$ cat config.mk
export PLATFORM = sky130hd
export DESIGN_NAME = acc_stack
export DESIGN_NICKNAME = d
export VERILOG_FILES = /design/src/rtl/acc_stack.sv
export SDC_FILE = /design/constraint.sdc
export NUM_CORES = 1
export LEC_CHECK = 0
export ABC_AREA = 1
export CAP_MARGIN = 0
export CORE_UTILIZATION = 30
export DETAILED_ROUTE_END_ITERATION = 8
export PLACE_DENSITY = 0.6
export RECOVER_POWER = 25
export SETUP_SLACK_MARGIN = 0.15
export SYNTH_ARGS = -nofsm -noshare
export SYNTH_HDL_FRONTEND = slang
export SYNTH_SLANG_ARGS = --single-unit
$ cat constraint.sdc
create_clock -name CLK -period 4.8 [get_ports CLK]
set_clock_uncertainty 0.1 [all_clocks]
set_input_delay 0.96 -clock CLK [delete_from_list [all_inputs] [get_ports CLK]]
set_output_delay 0.96 -clock CLK [all_outputs]
set_load 0.01 [all_outputs]
$ cat src/rtl/acc_stack.sv
// acc_stack: N-source mux into a live accumulator backed by a DEPTH-entry LIFO save stack.
// Define ACC_ADD_EN to add the add_ctrl port (LOAD/PUSH accumulate acc+sel instead of load).
module acc_stack #(
  parameter int WIDTH = 8,
  parameter int NSRC  = 4,
  parameter int DEPTH = 4
) (
  input  logic                       CLK,
  input  logic                       RST,
  input  logic [NSRC*WIDTH-1:0]      data_in,
  input  logic [$clog2(NSRC)-1:0]    data_ctrl,
  input  logic [1:0]                 op,
  input  logic                       accwrite_ctrl,
`ifdef ACC_ADD_EN
  input  logic                       add_ctrl,
`endif
  output logic [WIDTH-1:0]           acc_out,
  output logic [$clog2(DEPTH+1)-1:0] depth_out,
  output logic                       full,
  output logic                       empty,
  output logic                       err
);
  localparam int DW = $clog2(DEPTH + 1);
  localparam int AW = DEPTH > 1 ? $clog2(DEPTH) : 1;
  logic [WIDTH-1:0] stack [DEPTH];
  logic [WIDTH-1:0] sel, nv;
  logic [DW-1:0] dm1;
  logic do_load, do_push, do_pop;
  always_comb begin
    sel = 32'(data_ctrl) < NSRC ? data_in[32'(data_ctrl)*WIDTH +: WIDTH] : data_in[WIDTH-1:0];
`ifdef ACC_ADD_EN
    nv = add_ctrl ? acc_out + sel : sel;
`else
    nv = sel;
`endif
    dm1 = depth_out - 1'b1;
    do_load = accwrite_ctrl && op == 2'b01;
    do_push = accwrite_ctrl && op == 2'b10;
    do_pop = accwrite_ctrl && op == 2'b11;
  end
  assign full = depth_out == DW'(DEPTH);
  assign empty = depth_out == '0;
  always_ff @(posedge CLK) begin
    if (RST) begin
      acc_out <= '0;
      depth_out <= '0;
      err <= 1'b0;
    end else begin
      if (do_load) acc_out <= nv;
      if (do_push && full) err <= 1'b1;
      if (do_push && !full) begin
        acc_out <= nv;
        depth_out <= depth_out + 1'b1;
      end
      if (do_pop && empty) err <= 1'b1;
      if (do_pop && !empty) begin
        acc_out <= stack[dm1[AW-1:0]];
        depth_out <= dm1;
      end
    end
  end
  // Entries above depth are never read, so the stack array needs no reset.
  always_ff @(posedge CLK) begin
    if (!RST && do_push && !full) stack[depth_out[AW-1:0]] <= acc_out;
  end
endmodule

# Word-level counts from Yosys, hierarchy flattened
# Memories as Yosys holds them, arrays and structs flattened.
# Index checks and enable logic that the tools add are counted.
# Widths: inputs -> output; s select.
# classes
n_addsub	2
mul	0
div	0
n_lt_le_gt_ge	0
n_eq_ne	4
n_shift	1
muxes	9
n_bitwise	0
n_reduce_logical	16
# ops
op	count
$shiftx 32x6->8	1
$mux 8	3
$logic_and 1x1->1	9
$mux 3	2
$eq 2x2->1 const B	2
$mux 1	4
$reduce_bool 2->1	2
$add 3x1->3 const B	1
$eq 3x3->1 const B	1
$logic_not 1->1	3
$logic_not 3->1	1
$reduce_bool 3->1	1
$sub 3x1->3 const B	1
$eq 2x1->1 const B	1
# word_totals
ff_bits	12
latch_bits	0
ramBits	32
mem_bits_ro	0
in_bits	39
elab_cells	36
mem_count	1
# mem_list
name	words	word_bits	read_ports	rd_ports_with_merged_regs	wr	line	source
stack	4	8	1	0	1	25	logic [WIDTH-1:0] stack [DEPTH];

# Depth between registers and ports, before layout
# Gate-level depths: netlist of the first run.
# depth
ltp_word	6
ltp_mapped	11
ltp_nobuf	9

# Worst setup path after synthesis of the first run
# OpenSTA, ideal clock, no wires.
# synth_path
kind	register to output
startpoint	register depth_out[0]
endpoint	output port empty
t_arrival_ns	1.248
required_time_ns	3.740
path_slack_ns	2.492
stages_incl_launch_ff	7
path_buffers	2
cell_sequence	dfxtp_1 buf_6 inv_2 buf_6 ha_1 inv_1 nor2_1
# synth_via
elab_chain_len	1
# synth_lines
element	line	source
start, declared	18	output logic [$clog2(DEPTH+1)-1:0] depth_out,
start signal, assigned	53	depth_out <= depth_out + 1'b1;
start signal, assigned	58	depth_out <= dm1;
$logic_not 3->1	42	assign empty = depth_out == '0;
end, declared	20	output logic empty,
# Every way passes these cells.

# Worst setup path after layout of the first run
# layout_path
startpoint	register depth_out[0]
endpoint	output port full
# layout_via
elab_chain_len	1
# layout_lines
element	line	source
$eq 3x3->1	41	assign full = depth_out == DW'(DEPTH);
end, declared	19	output logic full,
# Every way passes these cells.

==> impl_metrics.xml, run 1 <==
<?xml version="1.0" encoding="UTF-8"?>
<metrics>
  <group name="outcome">
    <metric name="result_of_the_run" unit="">complete, no violations</metric>
  </group>
  <group name="sta">
    <metric name="tightest_slew" unit="ps">832</metric>
    <metric name="slew_headroom" unit="%">44.4</metric>
    <metric name="final-setup-viol-count" unit="">0</metric>
    <metric name="maxClockFrequency" unit="MHz">281</metric>
    <metric name="final.period_utilization" unit="%">74.1</metric>
    <metric name="setup_ws" unit="ps">1240</metric>
    <metric name="rsz_0062_raised_after_global_routing" unit="">false</metric>
    <metric name="report.final.hold_viol_count" unit="">0</metric>
    <metric name="post-route-min-period" unit="ps">3560</metric>
    <metric name="maxSlewViolCount" unit="">0</metric>
    <metric name="finalSetupTns" unit="ps">0</metric>
    <metric name="worst_hold_slack" unit="ps">401</metric>
  </group>
  <group name="global_route">
    <metric name="global_route.usage.total" unit="%">13.9</metric>
    <metric name="gr-total-overflow" unit="">0</metric>
    <metric name="grt_start_max_net_pins" unit="">22</metric>
    <metric name="grt_pass1_wl" unit="um">9000</metric>
    <metric name="vias_in_the_first_global_route" unit="">1892</metric>
    <metric name="antenna_found_initial" unit="">0</metric>
  </group>
  <group name="synth">
    <metric name="post-synth-top-count-cell" unit="">sky130_fd_sc_hd__nand2_1</metric>
    <metric name="synth.avg_cell_area" unit="sq um">8.16</metric>
    <metric name="edff_count_synth" unit="">32</metric>
    <metric name="async_reset_ff_share" unit="%">0</metric>
    <metric name="ys_seq_elements" unit="">44</metric>
    <metric name="synth_top_cell_by_area" unit="">sky130_fd_sc_hd__edfxtp_1</metric>
    <metric name="yosysWarnings" unit="">0</metric>
    <metric name="synth_cells" unit="">285</metric>
    <metric name="synth_sequential_area_ratio" unit="%">51.7</metric>
    <metric name="synth.top_cells.by_count" unit="">sky130_fd_sc_hd__nand2_1, sky130_fd_sc_hd__nand3_1, sky130_fd_sc_hd__nor2_1</metric>
    <metric name="synth_area_leaders" unit="">sky130_fd_sc_hd__edfxtp_1, sky130_fd_sc_hd__nand2_1, sky130_fd_sc_hd__dfxtp_1</metric>
    <metric name="synth_area" unit="sq mm">0.00232</metric>
    <metric name="ys.flop_type" unit="">sky130_fd_sc_hd__edfxtp_1</metric>
    <metric name="synth_top_area_share" unit="%">41.3</metric>
    <metric name="synth.net_count" unit="">329</metric>
    <metric name="netlist-cell-type-count" unit="">23</metric>
  </group>
  <group name="hold_path">
    <metric name="hp-class" unit="">flip-flop to flip-flop</metric>
  </group>
  <group name="clock_network">
    <metric name="tritoncts" unit="">done</metric>
    <metric name="ctsLongestPathBuffers" unit="">2</metric>
    <metric name="postCtsResizedCells" unit="">0</metric>
    <metric name="clock-sinks" unit="">44</metric>
    <metric name="cts_hold_repair.buffers" unit="">0</metric>
    <metric name="clk-insertion-delay-late" unit="ps">300</metric>
    <metric name="h-tree-depth" unit="">2</metric>
    <metric name="tritoncts.num_buffers" unit="">5</metric>
    <metric name="cts_setup_buffers" unit="">0</metric>
    <metric name="worst_setup_hold_path_clk_slew" unit="ps">80</metric>
    <metric name="clock-root-buffer" unit="">sky130_fd_sc_hd__clkbuf_8</metric>
  </group>
  <group name="route">
    <metric name="drt_pass_1_iters" unit="">4</metric>
    <metric name="via_count" unit="">1946</metric>
    <metric name="avgViaCountPerCell" unit="">4.50</metric>
    <metric name="routed_length_per_placed_instance" unit="um">12.3</metric>
    <metric name="detail_route.drc_violations" unit="">0</metric>
    <metric name="ant_nets" unit="">0</metric>
    <metric name="route.final.wire_length" unit="um">5320</metric>
    <metric name="initialDrtViolationCount" unit="">101</metric>
  </group>
  <group name="placement">
    <metric name="dp_slack" unit="ps">1560</metric>
    <metric name="dp_hpwl" unit="um">3810</metric>
    <metric name="place.detailed.instances" unit="">424</metric>
    <metric name="gp_congestion" unit="">0.808</metric>
    <metric name="placement.io_buffers" unit="">52</metric>
  </group>
  <group name="die">
    <metric name="fp-row-count" unit="">31</metric>
    <metric name="die_area" unit="sq mm">0.00811</metric>
    <metric name="initial_cell_density_of_the_core" unit="%">31.5</metric>
    <metric name="die-height" unit="um">90.0</metric>
    <metric name="pin_count" unit="">53</metric>
    <metric name="die_w" unit="um">90.0</metric>
    <metric name="floorplan.core_area" unit="sq mm">0.00737</metric>
  </group>
  <group name="layout">
    <metric name="synthToLayoutAreaGrowth" unit="%">28.4</metric>
    <metric name="n_antenna_cell" unit="">0</metric>
    <metric name="share_of_the_core_filled_with_cells" unit="%">40.5</metric>
    <metric name="post_route_cells_drive_above_1_share" unit="%">4.80</metric>
    <metric name="fillerInstances" unit="">761</metric>
    <metric name="nNetsFinal" unit="">376</metric>
    <metric name="non_filler_instances" unit="">432</metric>
  </group>
  <group name="worst_setup_path">
    <metric name="timing.reg2reg.setup_slack" unit="ps">1720</metric>
    <metric name="worstPathArrival" unit="ps">2500</metric>
    <metric name="critPathLaunchType" unit="">flip-flop</metric>
    <metric name="critical_path.endpoint_type" unit="">output pin</metric>
    <metric name="crit_path_max_fanout" unit="">21</metric>
    <metric name="type_of_the_worst_setup_path" unit="">flip-flop to output pin</metric>
    <metric name="required" unit="ps">3740</metric>
  </group>
  <group name="pwr">
    <metric name="vdd_ir_drop_max" unit="V">0.000148</metric>
    <metric name="power.leakage" unit="nW">1.22</metric>
    <metric name="power_density" unit="mW/mm^2">287</metric>
  </group>
  <group name="flow_run">
    <metric name="timing.max_cap.violations" unit="">0</metric>
  </group>
</metrics>
-- layout by cell type (no fill, tap or decap) --
master	count
sky130_fd_sc_hd__o21ai_0	2
sky130_fd_sc_hd__dfxtp_1	12
sky130_fd_sc_hd__clkinv_1	3
sky130_fd_sc_hd__inv_2	4
sky130_fd_sc_hd__inv_1	19
sky130_fd_sc_hd__nand2_4	1
sky130_fd_sc_hd__clkdlybuf4s50_1	52
sky130_fd_sc_hd__o22ai_1	1
sky130_fd_sc_hd__edfxtp_1	32
sky130_fd_sc_hd__ha_1	5
sky130_fd_sc_hd__nand4_2	1
sky130_fd_sc_hd__a21oi_1	6
sky130_fd_sc_hd__nor2_1	36
sky130_fd_sc_hd__clkbuf_8	5
sky130_fd_sc_hd__bufinv_16	1
sky130_fd_sc_hd__nand3_4	1
sky130_fd_sc_hd__nor3_2	1
sky130_fd_sc_hd__nand3_1	38
sky130_fd_sc_hd__a21oi_2	1
sky130_fd_sc_hd__nor2_4	1
sky130_fd_sc_hd__nand2_1	103
sky130_fd_sc_hd__nand4_1	8
-- kinds of logic after synthesis --
logic type | synth area share (%)
compound gates | 2.37
fa+ha+maj | 2.69
buf+inv | 7.80
flops | 51.7
simple gates | 35.5
-- critical path, stage by stage (launching register included) --
cell	delay, ps
sky130_fd_sc_hd__dfxtp_1	830
sky130_fd_sc_hd__inv_2	360
sky130_fd_sc_hd__ha_1	340
sky130_fd_sc_hd__nand2_1	130
sky130_fd_sc_hd__inv_1	70
sky130_fd_sc_hd__clkdlybuf4s50_1	470
-- metal layers --
metal,wire [um],global-route usage (%),vias up,part of all wire [%]
li1,-,-,1022,-
met1,2420,17.5,846,46
met2,2460,22.7,69,46
met3,338,2.96,9,6.4
met4,97,6.45,0,1.8
met5,0,0,-,0
-- through the flow --
step           total power [mW]  area (sq um)
2_1_floorplan             0.524          2320
3_3_place_gp              0.588          2880
3_5_place_dp              0.590          2880
4_1_cts                   0.863          2980
5_1_grt                   0.899          2980
6_report                  0.856          2980
-- flip-flops by register name (all words and copies together) (netlist names) --
signal,flops
acc_out,8
stack,32
err,1
depth_out,3
-- power by group --
| part | switching, mW | internal [mW] |
|---|---|---|
| clock | 0.125 | 0.152 |
| combinational | 0.0714 | 0.0718 |
| sequential | 0.0159 | 0.420 |
-- final timing paths --
check | from | endpoint | depth (start not counted)
worst max-delay path | depth_out[0]$_SDFFE_PP0P_ | full | 5
worst max register to register | depth_out[0]$_SDFFE_PP0P_ | stack[1][7]$_DFFE_PP_ | 7
worst min-delay path | err$_SDFFE_PP0P_ | err$_SDFFE_PP0P_ | 2
worst min register to register | err$_SDFFE_PP0P_ | err$_SDFFE_PP0P_ | 2
-- cell type report --
cell class	count	area (sq um)	area share (%)
Sequential cell	44	1200	40.3
Multi-Input combinational cell	205	942	31.6
Timing Repair Buffer	52	520	17.4
Tap cell	99	124	4.15
Inverter	24	90.1	3.02
Clock buffer	5	68.8	2.31
Clock inverter	3	37.5	1.26
No activity file was read; power rests on OpenSTA's default activity.
==> run 2: changes to the inputs <==
--- a/config.mk
+++ b/config.mk
@@ -9,7 +9,7 @@
 export CAP_MARGIN = 0
 export CORE_UTILIZATION = 30
 export DETAILED_ROUTE_END_ITERATION = 8
-export PLACE_DENSITY = 0.6
+export PLACE_DENSITY = 0.62
 export RECOVER_POWER = 25
 export SETUP_SLACK_MARGIN = 0.15
 export SYNTH_ARGS = -nofsm -noshare
==> constraint.sdc (replaced) <==
create_clock -name CLK -period 2.9 [get_ports CLK]
set_clock_uncertainty 0.1 [all_clocks]
set_input_delay 0.58 -clock CLK [delete_from_list [all_inputs] [get_ports CLK]]
set_output_delay 0.58 -clock CLK [all_outputs]
set_load 0.01 [all_outputs]
==> run 2 against run 1 <==
Compared with the run above:
- via count up 0.72%
- worst setup slack got worse by 910 ps
- global-route usage fell by 0.26 points
- register-to-register slack got worse by 960 ps
- die area unchanged
- hold slack lost 4.6 ps
- utilization up 0.39 points
- largest cell class unchanged
==> impl_metrics.xml, run 2 (synthesis results as in run 1) <==
<?xml version="1.0" encoding="UTF-8"?>
<metrics>
  <group name="outcome">
    <metric name="result_of_the_run" unit="">complete, no violations</metric>
  </group>
  <group name="route">
    <metric name="routed_length_per_placed_instance" unit="um">12.3</metric>
    <metric name="drt_pass_1_iters" unit="">4</metric>
    <metric name="detail_route.drc_violations" unit="">0</metric>
    <metric name="route.final.wire_length" unit="um">5380</metric>
    <metric name="ant_nets" unit="">0</metric>
    <metric name="initialDrtViolationCount" unit="">115</metric>
    <metric name="avgViaCountPerCell" unit="">4.47</metric>
    <metric name="via_count" unit="">1960</metric>
  </group>
  <group name="global_route">
    <metric name="gr-total-overflow" unit="">0</metric>
    <metric name="vias_in_the_first_global_route" unit="">1843</metric>
    <metric name="global_route.usage.total" unit="%">13.6</metric>
    <metric name="antenna_found_initial" unit="">0</metric>
    <metric name="grt_start_max_net_pins" unit="">21</metric>
    <metric name="grt_pass1_wl" unit="um">8870</metric>
  </group>
  <group name="placement">
    <metric name="placement.io_buffers" unit="">52</metric>
    <metric name="gp_congestion" unit="">0.803</metric>
    <metric name="detailed_place.area" unit="sq mm">0.00292</metric>
    <metric name="dp_hpwl" unit="um">3950</metric>
  </group>
  <group name="sta">
    <metric name="maxClockFrequency" unit="MHz">389</metric>
    <metric name="report.final.hold_viol_count" unit="">0</metric>
    <metric name="final-setup-viol-count" unit="">0</metric>
    <metric name="finalSetupTns" unit="ps">0</metric>
    <metric name="maxSlewViolCount" unit="">0</metric>
    <metric name="post-route-min-period" unit="ps">2570</metric>
    <metric name="slew_headroom" unit="%">50.8</metric>
    <metric name="worst_hold_slack" unit="ps">396</metric>
    <metric name="rsz_0062_raised_after_global_routing" unit="">false</metric>
    <metric name="final.period_utilization" unit="%">88.6</metric>
    <metric name="tightest_slew" unit="ps">737</metric>
  </group>
  <group name="die">
    <metric name="pin_count" unit="">53</metric>
    <metric name="die_area" unit="sq mm">0.00811</metric>
    <metric name="fp-row-count" unit="">31</metric>
    <metric name="die-height" unit="um">90.0</metric>
    <metric name="die_w" unit="um">90.0</metric>
    <metric name="initial_cell_density_of_the_core" unit="%">31.5</metric>
    <metric name="floorplan.core_area" unit="sq mm">0.00737</metric>
  </group>
  <group name="clock_network">
    <metric name="h-tree-depth" unit="">2</metric>
    <metric name="clk-insertion-delay-late" unit="ps">290</metric>
    <metric name="cts_hold_repair.buffers" unit="">0</metric>
    <metric name="cts_setup_buffers" unit="">0</metric>
    <metric name="ctsLongestPathBuffers" unit="">2</metric>
    <metric name="clock-sinks" unit="">44</metric>
    <metric name="worst_setup_hold_path_clk_slew" unit="ps">80</metric>
    <metric name="tritoncts.num_buffers" unit="">5</metric>
    <metric name="clock-root-buffer" unit="">sky130_fd_sc_hd__clkbuf_8</metric>
    <metric name="postCtsResizedCells" unit="">0</metric>
    <metric name="tritoncts" unit="">done</metric>
  </group>
  <group name="pwr">
    <metric name="power.leakage" unit="nW">1.24</metric>
    <metric name="comb_power_share" unit="%">18.3</metric>
    <metric name="p_clk_share" unit="%">28.6</metric>
    <metric name="vdd_ir_drop_max" unit="V">0.000179</metric>
    <metric name="power_density" unit="mW/mm^2">449</metric>
    <metric name="seq_power_share" unit="%">53.1</metric>
    <metric name="swShare" unit="%">25.5</metric>
    <metric name="switching_power" unit="mW">0.345</metric>
    <metric name="p_total" unit="mW">1.35</metric>
    <metric name="internal-power" unit="mW">1.01</metric>
  </group>
  <group name="worst_setup_path">
    <metric name="worst_path_most_repeated_cell" unit="">sky130_fd_sc_hd__inv_1</metric>
    <metric name="worstPathArrival" unit="ps">1890</metric>
    <metric name="required" unit="ps">2220</metric>
    <metric name="critical_path.endpoint_type" unit="">output pin</metric>
    <metric name="type_of_the_worst_setup_path" unit="">flip-flop to output pin</metric>
    <metric name="critPathTopFamily" unit="">buffers and inverters</metric>
    <metric name="worst_path_largest_cell_delay" unit="ps">590</metric>
    <metric name="critPathBufInv" unit="">3</metric>
    <metric name="critPathLaunchType" unit="">flip-flop</metric>
    <metric name="path_cells" unit="">inv_1, ha_1, inv_1, nor2_1, clkdlybuf4s50_1</metric>
    <metric name="crit_path_max_fanout" unit="">5</metric>
    <metric name="worst_path_max_delay_cell" unit="">sky130_fd_sc_hd__clkdlybuf4s50_1</metric>
  </group>
  <group name="layout">
    <metric name="post_route_cells_drive_above_1_share" unit="%">6.49</metric>
    <metric name="most-common-layout-cells" unit="">sky130_fd_sc_hd__nand2_1, sky130_fd_sc_hd__clkdlybuf4s50_1, sky130_fd_sc_hd__nand3_1</metric>
    <metric name="nNetsFinal" unit="">382</metric>
    <metric name="n_antenna_cell" unit="">0</metric>
    <metric name="finish.instance_area" unit="sq mm">0.00301</metric>
    <metric name="largest_register_ffs" unit="">32</metric>
    <metric name="layout_commonest_cell" unit="">sky130_fd_sc_hd__nand2_1</metric>
    <metric name="synthToLayoutAreaGrowth" unit="%">29.6</metric>
  </group>
  <group name="hold_path">
    <metric name="hp-class" unit="">flip-flop to flip-flop</metric>
  </group>
  <group name="flow_run">
    <metric name="timing.max_cap.violations" unit="">0</metric>
  </group>
</metrics>
[run 2: changes by cell type in the layout (fill, tap and decap cells not counted)]
| cell | change |
|---|---|
| sky130_fd_sc_hd__buf_4 | +6 |
| sky130_fd_sc_hd__bufinv_16 | -1 |
| sky130_fd_sc_hd__clkbuf_1 | +1 |
| sky130_fd_sc_hd__clkbuf_8 | +1 |
| sky130_fd_sc_hd__clkinv_1 | -1 |
[run 2: worst paths after layout]
check                                               start                       to  slack (ps)  cells after the start
worst min register to register           err$_SDFFE_PP0P_         err$_SDFFE_PP0P_         400                      2
worst min-delay path                     err$_SDFFE_PP0P_         err$_SDFFE_PP0P_         400                      2
worst max-delay path            depth_out[1]$_SDFFE_PP0P_                    empty         330                      5
worst max register to register  depth_out[1]$_SDFFE_PP0P_  acc_out[0]$_SDFFE_PP0P_         760                      8
[run 2: layout make-up]
class                           count  area, sq um
Fill cell                         759         4360
Sequential cell                    44         1200
Multi-Input combinational cell    205          942
Timing Repair Buffer               58          566
Tap cell                           99          124
Inverter                           24         90.1
Clock buffer                        7         86.3
Clock inverter                      1         3.75
[run 2: layer usage]
layer	vias to the layer above	routed length (um)	track usage, %
li1	1030	-	-
met1	861	2560	18.1
met2	63	2490	22.6
met3	6	267	2.37
met4	0	65	4.03
met5	-	0	0
[run 2: stage by stage]
step,worst slack (ps),std cells,util (%)
floorplan,678,285,-
global placement,460,430,39.7
detailed placement,431,430,39.7
CTS,332,438,40.9
global route,234,438,40.9
finish,330,438,40.9
[run 2: power by group through the flow]
stage | Sequential (mW) | Combinational (mW) | Clock (mW)
CTS | 0.718 | 0.251 | 0.399
floorplan | 0.730 | 0.137 | 0
detailed placement | 0.733 | 0.249 | 0
global placement | 0.732 | 0.247 | 0
global route | 0.721 | 0.278 | 0.426
finish | 0.718 | 0.248 | 0.387
[run 2: tightest hold or removal path, cell delays in order (launching register included)]
cell and delay, ps:
sky130_fd_sc_hd__dfxtp_1 320, sky130_fd_sc_hd__nor2_1 90, sky130_fd_sc_hd__nor2_1 50
==> run 3: changes to the inputs <==
--- a/config.mk
+++ b/config.mk
@@ -7,11 +7,13 @@
 export LEC_CHECK = 0
 export ABC_AREA = 1
 export CAP_MARGIN = 0
+export CORE_MARGIN = 3
 export CORE_UTILIZATION = 30
 export DETAILED_ROUTE_END_ITERATION = 8
 export PLACE_DENSITY = 0.62
 export RECOVER_POWER = 25
 export SETUP_SLACK_MARGIN = 0.15
+export SKIP_CTS_REPAIR_TIMING = 1
 export SYNTH_ARGS = -nofsm -noshare
 export SYNTH_HDL_FRONTEND = slang
 export SYNTH_SLANG_ARGS = --single-unit
==> constraint.sdc (replaced) <==
create_clock -name CLK -period 2.2 [get_ports CLK]
set_clock_uncertainty 0.1 [all_clocks]
set_input_delay 0.44 -clock CLK [delete_from_list [all_inputs] [get_ports CLK]]
set_output_delay 0.44 -clock CLK [all_outputs]
set_load 0.01 [all_outputs]
==> run 3 against run 2 <==
Compared with the run above:
- via count grew 0.77%
- critical path depth is 3 lower
- routed wire length increased by 5.2%
- die area up 9.1%
- clock-buffer cell count down 1
- sequential cell count unchanged
- utilization rose by 1.7 points
- hold slack got worse by 1.9 ps
- highest routed layer unchanged
- sequential share of layout area is 1.6 points lower
- first-iteration DRC count down 19%
- cell area rose by 4.1%
==> impl_metrics.xml, run 3 (synthesis results as in run 1) <==
<?xml version="1.0" encoding="UTF-8"?>
<metrics>
  <group name="outcome">
    <metric name="result_of_the_run" unit="">complete, no violations</metric>
  </group>
  <group name="die">
    <metric name="die-height" unit="um">94.0</metric>
    <metric name="die_area" unit="sq mm">0.00884</metric>
    <metric name="pin_count" unit="">53</metric>
    <metric name="floorplan.core_area" unit="sq mm">0.00737</metric>
    <metric name="initial_cell_density_of_the_core" unit="%">31.5</metric>
    <metric name="fp-row-count" unit="">31</metric>
    <metric name="die_w" unit="um">94.0</metric>
  </group>
  <group name="worst_setup_path">
    <metric name="timing.reg2reg.worst_path_depth" unit="">8</metric>
    <metric name="path_cells" unit="">buf_4, clkdlybuf4s50_1</metric>
    <metric name="type_of_the_worst_setup_path" unit="">flip-flop to output pin</metric>
    <metric name="critPathLaunchType" unit="">flip-flop</metric>
    <metric name="worstPathArrival" unit="ps">1440</metric>
    <metric name="worst_path_max_delay_cell" unit="">sky130_fd_sc_hd__clkdlybuf4s50_1</metric>
    <metric name="crit_path_max_fanout" unit="">20</metric>
    <metric name="worst_path_largest_cell_delay" unit="ps">570</metric>
    <metric name="critPathBufInv" unit="">2</metric>
    <metric name="required" unit="ps">1660</metric>
    <metric name="critical_path_cell_count" unit="">2</metric>
    <metric name="critPathTopFamily" unit="">buffers and inverters</metric>
    <metric name="critical_path.endpoint_type" unit="">output pin</metric>
  </group>
  <group name="clock_network">
    <metric name="clock-root-buffer" unit="">sky130_fd_sc_hd__clkbuf_8</metric>
    <metric name="clock-sinks" unit="">44</metric>
    <metric name="tritoncts" unit="">done</metric>
    <metric name="tritoncts.num_buffers" unit="">5</metric>
    <metric name="ctsLongestPathBuffers" unit="">2</metric>
    <metric name="clk-insertion-delay-late" unit="ps">300</metric>
    <metric name="h-tree-depth" unit="">2</metric>
    <metric name="worst_setup_hold_path_clk_slew" unit="ps">90</metric>
  </group>
  <group name="placement">
    <metric name="gp_congestion" unit="">0.950</metric>
    <metric name="placement.io_buffers" unit="">52</metric>
    <metric name="place.detailed.instances" unit="">442</metric>
    <metric name="dp_hpwl" unit="um">4410</metric>
  </group>
  <group name="flow_run">
    <metric name="timing.max_cap.violations" unit="">0</metric>
  </group>
  <group name="pwr">
    <metric name="seq_power_share" unit="%">50.9</metric>
    <metric name="power.leakage" unit="nW">1.33</metric>
    <metric name="p_total" unit="mW">1.86</metric>
    <metric name="internal-power" unit="mW">1.39</metric>
    <metric name="vdd_ir_drop_max" unit="V">0.000262</metric>
    <metric name="comb_power_share" unit="%">19.1</metric>
    <metric name="power_density" unit="mW/mm^2">592</metric>
    <metric name="p_clk_share" unit="%">30.0</metric>
    <metric name="switching_power" unit="mW">0.471</metric>
    <metric name="swShare" unit="%">25.3</metric>
  </group>
  <group name="layout">
    <metric name="non_filler_instances" unit="">450</metric>
    <metric name="post_route_cells_drive_above_1_share" unit="%">11.4</metric>
    <metric name="n_antenna_cell" unit="">0</metric>
    <metric name="synthToLayoutAreaGrowth" unit="%">34.9</metric>
    <metric name="largest_register_ffs" unit="">32</metric>
    <metric name="layout_commonest_cell" unit="">sky130_fd_sc_hd__nand2_1</metric>
    <metric name="fillerInstances" unit="">737</metric>
    <metric name="nNetsFinal" unit="">394</metric>
    <metric name="most-common-layout-cells" unit="">sky130_fd_sc_hd__nand2_1, sky130_fd_sc_hd__clkdlybuf4s50_1, sky130_fd_sc_hd__nand3_1</metric>
  </group>
  <group name="sta">
    <metric name="tightest_slew" unit="ps">347</metric>
    <metric name="final.period_utilization" unit="%">89.8</metric>
    <metric name="rsz_0062_raised_after_global_routing" unit="">false</metric>
    <metric name="maxClockFrequency" unit="MHz">506</metric>
    <metric name="final-setup-viol-count" unit="">0</metric>
    <metric name="maxSlewViolCount" unit="">0</metric>
    <metric name="post-route-min-period" unit="ps">1980</metric>
    <metric name="slew_headroom" unit="%">76.8</metric>
    <metric name="report.final.hold_viol_count" unit="">0</metric>
  </group>
  <group name="global_route">
    <metric name="grt_pass1_wl" unit="um">9490</metric>
    <metric name="grt_start_max_net_pins" unit="">21</metric>
    <metric name="global_route.usage.total" unit="%">13.9</metric>
    <metric name="vias_in_the_first_global_route" unit="">1948</metric>
    <metric name="gr-total-overflow" unit="">0</metric>
    <metric name="antenna_found_initial" unit="">0</metric>
  </group>
  <group name="route">
    <metric name="drt_pass_1_iters" unit="">5</metric>
    <metric name="routed_length_per_placed_instance" unit="um">12.6</metric>
    <metric name="detail_route.drc_violations" unit="">0</metric>
    <metric name="ant_nets" unit="">0</metric>
    <metric name="via_count" unit="">1975</metric>
    <metric name="avgViaCountPerCell" unit="">4.39</metric>
    <metric name="initialDrtViolationCount" unit="">93</metric>
    <metric name="route.final.wire_length" unit="um">5670</metric>
  </group>
  <group name="hold_path">
    <metric name="min_path_cells" unit="">2</metric>
    <metric name="hp-class" unit="">flip-flop to flip-flop</metric>
  </group>
</metrics>
==> run 3: cell count changes in the layout (fill, tap and decap cells not counted), moves of 2 or more <==
cell / delta
sky130_fd_sc_hd__buf_4: +12
sky130_fd_sc_hd__clkdlybuf4s50_1: -2
sky130_fd_sc_hd__dlymetal6s2s_1: +2
sky130_fd_sc_hd__nor2_1: -4
sky130_fd_sc_hd__nor2_2: +4
==> run 3: power groups by stage <==
stage	sequential (mW)	combinational [mW]	clock (mW)
final	0.945	0.354	0.558
after global routing	0.949	0.397	0.611
after CTS	0.946	0.357	0.574
after detailed placement	0.965	0.355	0
after global placement	0.965	0.354	0
after floorplan	0.962	0.182	0
==> run 3: final cells by class <==
cell class / instances / area, sq um / area share [%]
flip-flops and latches: 44 / 1200 / 38.3
multi-input cells: 205 / 955 / 30.4
repair buffers: 70 / 661 / 21.1
well taps: 99 / 124 / 3.95
clock buffers: 6 / 93.8 / 2.99
inverters: 24 / 90.1 / 2.87
clock inverters: 2 / 12.5 / 0.399
==> run 3: final timing paths <==
check | startpoint | end | slack [ps]
min reg2reg | err$_SDFFE_PP0P_ | err$_SDFFE_PP0P_ | 390
max reg2reg | depth_out[1]$_SDFFE_PP0P_ | stack[3][3]$_DFFE_PP_ | 390
max | depth_out[0]$_SDFFE_PP0P_ | depth_out[0] | 220
min | err$_SDFFE_PP0P_ | err$_SDFFE_PP0P_ | 390
==> run 3: routing by layer <==
metal  share of wire, %  track usage, %  vias up
li1                   -               -     1054
met4                1.3            5.29        0
met3                5.5            2.64        4
met5                  0               0        -
met2                 47            22.0       66
met1                 47            18.9      851
==> run 3: per-stage QoR <==
| step | hold WS (ps) | instance area [sq um] | setup WS (ps) | utilization [%] | TNS (ps) |
|---|---|---|---|---|---|
| 6_report | 394 | 3140 | 225 | 42.6 | 0 |
| 2_1_floorplan | 402 | 2330 | 80.7 | - | 0 |
| 3_5_place_dp | 368 | 3020 | 67.9 | 41.0 | 0 |
| 5_1_grt | 423 | 3140 | 160 | 42.6 | 0 |
| 3_3_place_gp | 361 | 3020 | 118 | 41.0 | 0 |
| 4_1_cts | 389 | 3130 | -45.6 | 42.5 | -53.0 |
==> run 3: worst register-to-register path, delay by kind of cell, from the launching register on <==
family / cells / cell delay, ps
AND/OR/NAND/NOR: 4 / 580
adder cells (fa/ha/maj): 1 / 200
buffers and inverters: 3 / 330
flip-flops: 1 / 340
==> RTL edit, RTL diff (settings of run 2) <==
Build with the macro `ACC_ADD_EN` defined.
--- a/src/rtl/acc_stack.sv
+++ b/src/rtl/acc_stack.sv
@@ -1,5 +1,7 @@
 // acc_stack: N-source mux into a live accumulator backed by a DEPTH-entry LIFO save stack.
 // Define ACC_ADD_EN to add the add_ctrl port (LOAD/PUSH accumulate acc+sel instead of load).
+`define ACC_ADD_EN
+
 module acc_stack #(
   parameter int WIDTH = 8,
   parameter int NSRC  = 4,
Interface: changed (added add_ctrl); port bits go from 53 to 54. No check against the original RTL was run, so the function may have changed too.
==> RTL edit against run 2 <==
- die area grew 12%
- sequential cell count unchanged
- critical path depth did not move
- wire length is 10% higher
- count of clock-buffer cells in the layout did not move
- design area grew 15%
- setup slack lost 39 ps
- clock power up 29%
- register-to-register slack gained 100 ps
- first-iteration DRC count is 7.8% lower
- critical path type unchanged
- total power rose by 20%
- synthesized area is 12% higher
==> RTL edit: results (changes against run 2) <==
==============================================================================
Outcome                                                              completed   unchanged
Iteration-0 DRC Markers                                                    106   was 115
Number of detailed-routing iterations run before antenna repair              4   unchanged
Number of global-route vias before repair                                2,132   was 1,843
Max-slew headroom at the worst pin                                      76.90%   was 50.77%
Commonest register cell after synthesis                               edfxtp_1   unchanged
Leakage power                                                         1.423 nW   was 1.243 nW
Residual DRC                                                                 0   unchanged
Layout cells sized above 1                                              13.60%   was 6.490%
Number of nets in the layout                                               427   was 382
Most instantiated cells after synthesis                           nand2_1, nor2_1, edfxtp_1   was nand2_1, nand3_1, nor2_1
Global placer's final weighted congestion                               0.8106   was 0.8026
Vias                                                                     2,236   was 1,960
Critical Path Max Stage Delay                                           560 ps   was 590 ps
# fillers                                                                  817   was 759
Share of the yosys chip area belonging to registers                     46.02%   was 51.67%
Synth cell types                                                            32   was 23
Highest net fanout along the worst path                                     21   was 5
Routed wire length                                                5928 microns   was 5384 microns
Global-route wire length before repair                            9839 microns   was 8866 microns
Largest register FFs                                                        32   unchanged
Slowest cell on crit path                                         clkdlybuf4s50_1   unchanged
Data arrival time at the worst-slack endpoint                          1930 ps   was 1890 ps
Async set-or-reset flop fraction in the synthesized netlist                 0%   unchanged
DP Wirelength                                                     4517 microns   was 3946 microns
Nets in the synthesized netlist                                            357   was 329
Hold crit path type                                                    reg2reg   unchanged
Pin count of the biggest net entering global routing                        22   was 21
Maximum vdd drop                                                     0.1734 mV   was 0.1794 mV
Delay-heaviest family, CP                                         buffers and inverters   unchanged
Global routing usage summed across all routing layers                   14.00%   was 13.64%
Number of input and output port buffers inserted                            53   was 52
Ranking of synthesized cells by area                              edfxtp_1, dfxtp_1, nand2_1   was edfxtp_1, nand2_1, dfxtp_1
==============================================================================
-- RTL edit: cell types whose count changed in the layout (fill, tap and decap cells not counted), moves of 5 or more --
cell | before | now
o22ai_1 | 1 | 7
o21ai_1 | 0 | 23
a21oi_1 | 6 | 17
nand4_1 | 8 | 0
ha_1 | 5 | 12
o21ai_0 | 2 | 22
buf_4 | 6 | 21
nand3_1 | 38 | 15
nand2_1 | 103 | 58
inv_1 | 19 | 24
-- RTL edit: worst reg2reg max path, stage by stage (launching register included) --
cell     delay, ps
dfxtp_1        350
inv_2          150
ha_1           270
nand2_1        100
inv_2           60
nor2_4         190
nand2_1        150
nor2_1         210
buf_4          190
-- RTL edit: per-stage QoR --
stage / area [sq um] / hold WS [ps] / std cells / TNS (ps) / worst slack, ps
after floorplan: 2610 / 418.4 / 304 / 0 / 457.1
after global placement: 3342 / 364.0 / 472 / -302.8 / -89.66
after detailed placement: 3342 / 368.6 / 472 / -768.9 / -176.9
after CTS: 3467 / 388.4 / 480 / 0 / 251.0
after global routing: 3470 / 429.1 / 480 / 0 / 185.0
final: 3470 / 383.3 / 480 / 0 / 291.1
-- RTL edit: layout make-up --
type / count / area, sq um / area share, %
inverter: 35 / 143.9 / 4.147
multi-input combinational: 214 / 1177 / 33.93
sequential: 44 / 1201 / 34.62
timing repair buffer: 74 / 689.4 / 19.87
clock buffer: 7 / 96.34 / 2.777
tap: 105 / 131.4 / 3.787
clock inverter: 1 / 30.03 / 0.8655
-- RTL edit: what timing repair did --
item                                   in CTS  in global routing
setup endpoints to repair                   2                  4
cloned                                      0                  0
endpoints found under the hold margin       0                  0
gates resized for setup                     1                  1
hold buffers                                0                  0
-- RTL edit: power by group --
part | total, mW | switching (mW) | leakage, nW | internal, mW
Sequential | 0.725 | 0.0267 | 0.385 | 0.698
Clock | 0.501 | 0.197 | 0.0645 | 0.304
Combinational | 0.404 | 0.208 | 0.973 | 0.196
Total | 1.63 | 0.431 | 1.42 | 1.20
-- RTL edit: path summary, 6_finish.rpt --
check	start	to	slack (ps)	cells after the start
setup / recovery	depth_out[0]	empty	290	5
hold / removal	err	err	380	2
setup reg to reg	depth_out[0]	stack[3][3]	860	8
hold reg to reg	err	err	380	2
-- RTL edit: logic make-up (layout without fill, tap and decap cells) --
kind of cell	count (synthesis)	in the layout	synth area share [%]
AO/OA/AOI/OAI	78	78	17.11
XOR/XNOR	2	2	0.6713
adder cells (fa/ha/maj)	13	13	6.520
buffers and inverters	46	117	8.869
flip-flops	44	44	46.02
AND/OR/NAND/NOR	121	121	20.81
-- RTL edit: metal layers --
layer | vias to the layer above | global-route usage, % | wire length (microns)
met1 | 980 | 18.24 | 2708
met2 | 83 | 23.81 | 2758
met4 | 0 | 4.040 | 35
met5 | - | 0 | 0
li1 | 1169 | - | -
met3 | 4 | 2.233 | 425
